**config.mk**
```make
export PLATFORM = sky130hd
export DESIGN_NAME = rv32m_div_sequencer
export DESIGN_NICKNAME = d
export VERILOG_FILES = /design/src/rtl/rv32m_div_sequencer.sv
export SDC_FILE = /design/constraint.sdc
export NUM_CORES = 1
export LEC_CHECK = 0
export ABC_CLOCK_PERIOD_IN_PS = 8600
export BUFFER_PORTS_ARGS = -buffer_cell sky130_fd_sc_hd__buf_4
export CAP_MARGIN = 5
export CORE_MARGIN = 4
export CORE_UTILIZATION = 55
export DETAILED_ROUTE_END_ITERATION = 12
export GPL_TIMING_DRIVEN = 0
export PLACE_DENSITY = 0.75
export SKIP_LAST_GASP = 1
export SLEW_MARGIN = 25
export SYNTH_ARGS = -nofsm -noshare
export SYNTH_HDL_FRONTEND = slang
export SYNTH_SLANG_ARGS = --single-unit
```
**constraint.sdc**
```tcl
create_clock -name CPU_clk -period 8.6 [get_ports CPU_clk]
set_clock_uncertainty 0.2 [all_clocks]
set_input_delay 1.29 -clock CPU_clk [delete_from_list [all_inputs] [get_ports CPU_clk]]
set_output_delay 1.29 -clock CPU_clk [all_outputs]
set_load 0.05 [all_outputs]
```
**src/rtl/rv32m_div_sequencer.sv**
```systemverilog
`default_nettype none
// ============================================================================
// Module   : rv32m_div_sequencer
// Brief    : Radix-2 restoring divider with its own sequencer for RV32M
//            DIV/DIVU/REM/REMU; stalls the PC and gates write-back.
// Revision : 1.0 - initial release
// ============================================================================
module rv32m_div_sequencer #(
    parameter int WIDTH = 32
) (
    input  logic             CPU_clk,
    input  logic             CPU_rst,
    input  logic             Start,
    input  logic [1:0]       DivOp,
    input  logic [WIDTH-1:0] Dividend,
    input  logic [WIDTH-1:0] Divisor,
    output logic             Busy,
    output logic             Done,
    output logic [WIDTH-1:0] Result,
    output logic             PCWrite,
    output logic             RegWriteEn
);

    localparam int         c_CNT_W  = $clog2(WIDTH) + 1;
    localparam logic [1:0] c_S_IDLE = 2'd0;
    localparam logic [1:0] c_S_CALC = 2'd1;
    localparam logic [1:0] c_S_DONE = 2'd2;
    localparam logic [WIDTH-1:0]   c_INT_MIN = {1'b1, {(WIDTH-1){1'b0}}};
    localparam logic [c_CNT_W-1:0] c_ITERS   = c_CNT_W'(WIDTH);

    logic [1:0]         r_state;
    logic [c_CNT_W-1:0] r_count;
    logic [WIDTH-1:0]   r_rem;
    logic [WIDTH-1:0]   r_quo;
    logic [WIDTH-1:0]   r_dsr;
    logic               r_neg_q;
    logic               r_neg_r;
    logic               r_op_rem;
    logic [WIDTH-1:0]   r_result;

    logic               w_signed;
    logic               w_a_neg;
    logic               w_b_neg;
    logic [WIDTH-1:0]   w_a_abs;
    logic [WIDTH-1:0]   w_b_abs;
    logic               w_div_zero;
    logic               w_ovf;
    logic [WIDTH-1:0]   w_special_res;
    logic [WIDTH:0]     w_rem_sh;
    logic [WIDTH:0]     w_diff;
    logic               w_ge;
    logic [WIDTH-1:0]   w_rem_nx;
    logic [WIDTH-1:0]   w_quo_nx;
    logic [WIDTH-1:0]   w_final;

    // Operand conditioning; negating INT_MIN wraps to itself, which is the
    // correct magnitude when read as unsigned.
    assign w_signed   = ~DivOp[0];
    assign w_a_neg    = w_signed & Dividend[WIDTH-1];
    assign w_b_neg    = w_signed & Divisor[WIDTH-1];
    assign w_a_abs    = w_a_neg ? (~Dividend + 1'b1) : Dividend;
    assign w_b_abs    = w_b_neg ? (~Divisor + 1'b1)  : Divisor;
    assign w_div_zero = (Divisor == '0);
    assign w_ovf      = w_signed & (Dividend == c_INT_MIN) & (Divisor == '1);

    assign w_special_res = w_div_zero ? (DivOp[1] ? Dividend : '1)
                                      : (DivOp[1] ? '0 : Dividend);

    // One restoring step: shift {rem,quo} left, trial-subtract the divisor.
    assign w_rem_sh = {r_rem, r_quo[WIDTH-1]};
    assign w_diff   = w_rem_sh - {1'b0, r_dsr};
    assign w_ge     = ~w_diff[WIDTH];
    assign w_rem_nx = w_ge ? w_diff[WIDTH-1:0] : w_rem_sh[WIDTH-1:0];
    assign w_quo_nx = {r_quo[WIDTH-2:0], w_ge};
    assign w_final  = r_op_rem ? (r_neg_r ? (~w_rem_nx + 1'b1) : w_rem_nx)
                               : (r_neg_q ? (~w_quo_nx + 1'b1) : w_quo_nx);

    always_ff @(posedge CPU_clk) begin
        if (CPU_rst) begin
            r_state  <= c_S_IDLE;
            r_count  <= '0;
            r_rem    <= '0;
            r_quo    <= '0;
            r_dsr    <= '0;
            r_neg_q  <= 1'b0;
            r_neg_r  <= 1'b0;
            r_op_rem <= 1'b0;
            r_result <= '0;
        end else begin
            case (r_state)
                c_S_IDLE: begin
                    if (Start) begin
                        r_op_rem <= DivOp[1];
                        r_neg_q  <= w_a_neg ^ w_b_neg;
                        r_neg_r  <= w_a_neg;
                        if (w_div_zero || w_ovf) begin
                            r_result <= w_special_res;
                            r_state  <= c_S_DONE;
                        end else begin
                            r_rem   <= '0;
                            r_quo   <= w_a_abs;
                            r_dsr   <= w_b_abs;
                            r_count <= c_ITERS;
                            r_state <= c_S_CALC;
                        end
                    end
                end
                c_S_CALC: begin
                    r_rem   <= w_rem_nx;
                    r_quo   <= w_quo_nx;
                    r_count <= r_count - 1'b1;
                    if (r_count == c_CNT_W'(1)) begin
                        r_result <= w_final;
                        r_state  <= c_S_DONE;
                    end
                end
                c_S_DONE: begin
                    r_state <= c_S_IDLE;
                end
                default: begin
                    r_state <= c_S_IDLE;
                end
            endcase
        end
    end

    // Reset overrides every handshake output so the pipeline never stalls
    // or writes back while the core is being reset.
    assign Busy       = ~CPU_rst & (r_state == c_S_CALC);
    assign Done       = ~CPU_rst & (r_state == c_S_DONE);
    assign RegWriteEn = Done;
    assign PCWrite    = CPU_rst | ~(((r_state == c_S_IDLE) & Start) | (r_state == c_S_CALC));
    assign Result     = r_result;

endmodule
`default_nettype wire

```
==> flow_summary_export.csv <==
group,metric,value,unit
finish,area_delta_synth_final,14.57,%
clock_network,cts-buffers-inserted,17,
sta,hold_slack,0.2435,ns
global_routing,antenna_found_initial,2,
power,power.ir.vdd_worst,0.0001377,V
floorplanning,ioPinCount,105,
clock_network,number_of_h_tree_levels,4,
flow_run,max_cap_violations,0,
floorplanning,initial_utilization,56.00,%
critical_path,worstPathMaxFanout,10,
floorplanning,die_extent_in_y,154.3,um
clock_network,clock_latency_at_the_later_pin_of_the_worst_skew_pair,0.44,ns
critical_path,worst_r2r_endpoint,"Result[26]",
drt,dr_total_vias,13358,
synthesis,synth_area,11770,um^2
floorplanning,floorplan.rows,53,
placed_design,dp_hpwl,34.73,mm
synthesis,synth_fp_nets,1713,
critical_path,worst-r2r-setup-slack,2.17,ns
drt,count_of_antenna_violating_nets_left_after_detailed_routing,0,
critical_path,critPathArrivalTime,6.61,ns
outcome,outcome,"completed",
global_routing,maximum_number_of_pins_on_one_net_before_global_route_repair,17,
critical_path,worst_setup_path_startpoint,"r_quo[31]",
finish,insertedDiodeCount,0,
finish,nFillCells,1930,
clock_network,cts.path.max_buffers,2,
placed_design,buffer_ports.inserted,104,
global_routing,grt_first_pass_wirelength,67.69,mm
global_routing,number_of_global_route_vias_before_repair,12271,
critical_path,worstSetupPathType,"register to register",
critical_path,r2r_start,"r_quo[31]",
sta,final-hold-violation-count,0,
hold_path,hold_path_startpoint,"Result[21]",
drt,first_iter_violations,1741,
floorplanning,core,21020,um^2
critical_path,ff2ff_path_depth,23,
sta,final_min_period_over_clock_period,74.72,%
drt,viasPerCell,6.629,
synthesis,synth_top_cell_by_area,"dfxtp_1",
synthesis,netlist_top_cells_area,"dfxtp_1, nand2_1, a21oi_1",
synthesis,yosys_register_bits,139,
drt,drt_drc_violations_left,0,
synthesis,synth-async-reset-ratio,0,%
critical_path,required,8.79,ns
drt,wirelength,44.44,mm
critical_path,critical_path.endpoint,"Result[26]",
placed_design,post-place-cells,1983,
placed_design,globalplace.congestion,0.9916,
power,leakage,5.123,nW
clock_network,cts_resized,0,
critical_path,worst_setup_path_end_kind,"register",
floorplanning,dieArea,23810,um^2
synthesis,ys_types,87,
floorplanning,die_width,154.3,um
synthesis,yosys_warnings,0,
drt,post_drt_wl_per_cell,22.05,um
finish,ff_latch_area,2783,um^2
finish,instances_no_fill,2015,
sta,grt_setup_unrepaired,"false",
synthesis,ys_seq_area_share,23.64,%
finish,layout-drive-gt1-share,11.15,%
clock_network,clkTransAtPathRegs,0.07,ns
finish,number_of_nets_in_the_layout,1836,
sta,final_total_negative_setup_slack,0,ns
global_routing,gr-usage-all-layers,35.87,%
synthesis,netlist_instances,1604,
synthesis,synth_top_flop_cell,"dfxtp_1",
clock_network,tritoncts,"yes",
clock_network,cts_hold_buffers,0,
clock_network,clkSinkCount,139,
clock_network,cts_post_setup_buffers_inserted,0,
synthesis,synth_edf_count,0,
sta,maxClockFrequency,155.6,MHz
sta,slew-limit-headroom,29.81,%
critical_path,critPathLaunchType,"register",
global_routing,globalRoute.totalOverflow,0,
finish,multiInputGateArea,8299,um^2
sta,post-route-min-period,6.426,ns
power,power.density_cell_area,173.4,nW/um^2
sta,worst_pin_slew,1.026,ns
synthesis,synth_top_area_share,23.64,%
power,p_total,2.339,mW
clock_network,root_buffer,"clkbuf_16",
synthesis,syn-mean-instance-area,7.339,um^2
sta,timing.final.max_slew_violations,0,
sta,finalSetupViolations,0,
hold_path,worst_hold_path_type,"register to register",
drt,firstDrtPassIters,6,
report_power, final:
| group | leakage [nW] | switching [mW] | internal [mW] |
|---|---|---|---|
| Combinational | 3.70 | 0.538 | 0.275 |
| Sequential | 1.14 | 0.0598 | 0.702 |
| Clock | 0.289 | 0.346 | 0.418 |
stage by stage:
| step | util, % | setup slack [ns] | area [um^2] |
|---|---|---|---|
| after floorplan | - | 3.831 | 11770 |
| after global routing | 64.16 | 1.961 | 13490 |
| final | 64.16 | 2.174 | 13490 |
| after detailed placement | 61.35 | 2.524 | 12900 |
| after CTS | 64.16 | 2.464 | 13490 |
| after global placement | 61.35 | 2.520 | 12900 |
flip-flops by register name, summed over array words and instances, names as in the netlist:
register	cells
Result	32
r_count	6
r_dsr	32
r_neg_q	1
r_neg_r	1
r_op_rem	1
r_quo	32
r_rem	32
r_state	2
cells in the mapped netlist (7+ instances only):
library cell and count:
nand2_1 183, nor2_1 153, dfxtp_1 139, a21oi_1 135, o21ai_0 115, clkbuf_1 74, xor2_1 64, xnor2_1 59
inv_1 58, a211oi_1 51, o211ai_1 46, ha_1 39, mux2i_1 34, nand3_1 31, nor3_1 28, o31ai_1 28
or3_1 25, maj3_1 23, nand4_1 20, a31oi_1 18, nor4_1 18, buf_2 17, a21o_1 15, nand2b_1 15
and2_1 11, and3_1 11, o41ai_1 10, buf_4 9, a22o_1 8, nor3b_1 8, o2111ai_1 8, o21a_1 8
a211o_1 7, o21bai_1 7
layout by cell type, fill, tap and decap left out, types with 20 or more instances in the layout:
cell      netlist  layout
nand2_1       183     183
inv_1          58      58
xor2_1         64      64
dfxtp_1       139     139
clkbuf_1       74      74
mux2i_1        34      34
buf_4           9     113
nor2_1        153     153
xnor2_1        59      59
nand3_1        31      31
ha_1           39      39
a211oi_1       51      51
o211ai_1       46      46
o31ai_1        28      28
or3_1          25      25
nor3_1         28      28
a21oi_1       135     135
nand4_1        20      20
maj3_1         23      23
o21ai_0       115     115
worst min-delay path by stage:
stage | end | slack, ns | cells after the start
2_1_floorplan | r_dsr[31] | 0.23 | 2
3_3_place_gp | Result[21] | 0.23 | 2
3_5_place_dp | Result[21] | 0.24 | 2
4_1_cts | Result[21] | 0.25 | 2
5_1_grt | Result[0] | 0.27 | 2
6_report | Result[21] | 0.24 | 2
worst max-delay path, cell delays in order, from the launching register on:
cell and delay (ns):
dfxtp_1 0.40, inv_1 0.09, ha_1 0.20, inv_1 0.07, fa_1 0.43, a211oi_2 0.28, o211ai_1 0.20, a211oi_2 0.42
o32ai_1 0.19, a21o_1 0.32, nor2_2 0.42, inv_2 0.21, buf_2 0.26, buf_2 0.25, o21ai_0 0.36, inv_1 0.09
ha_1 0.27, and3_1 0.19, o211a_1 0.12, a31oi_1 0.42, o21ai_0 0.21, and3_1 0.22, o21ai_0 0.38, a21o_1 0.17
layer usage:
| layer | global-route usage, % | vias up | part of all wire (%) |
|---|---|---|---|
| met5 | 0 | - | 0.061 |
| met4 | 10.77 | 4 | 3.2 |
| met3 | 11.84 | 154 | 12 |
| met2 | 54.55 | 797 | 43 |
| met1 | 48.48 | 6265 | 42 |
| li1 | - | 6138 | - |
cells by family after synthesis:
kind of cell               Yosys count  synth area share, %
AOI/OAI and AO/OA                  529                29.52
xor gates and xnor gates           123                9.152
adders and majority gates           63                6.271
buffers and inverters              165                5.857
DFF                                139                23.64
muxes                               39                3.369
and+or+nand+nor                    546                22.19
cell type report:
| class | instances | share of cell area [%] |
|---|---|---|
| multi-input cells | 1300 | 61.54 |
| flip-flops and latches | 139 | 20.63 |
| clock inverters | 14 | 1.123 |
| well taps | 275 | 2.551 |
| plain buffers | 105 | 3.442 |
| repair buffers | 104 | 5.789 |
| clock buffers | 18 | 3.256 |
| inverters | 60 | 1.670 |
Note: power is estimated with default switching activity, not from simulation.
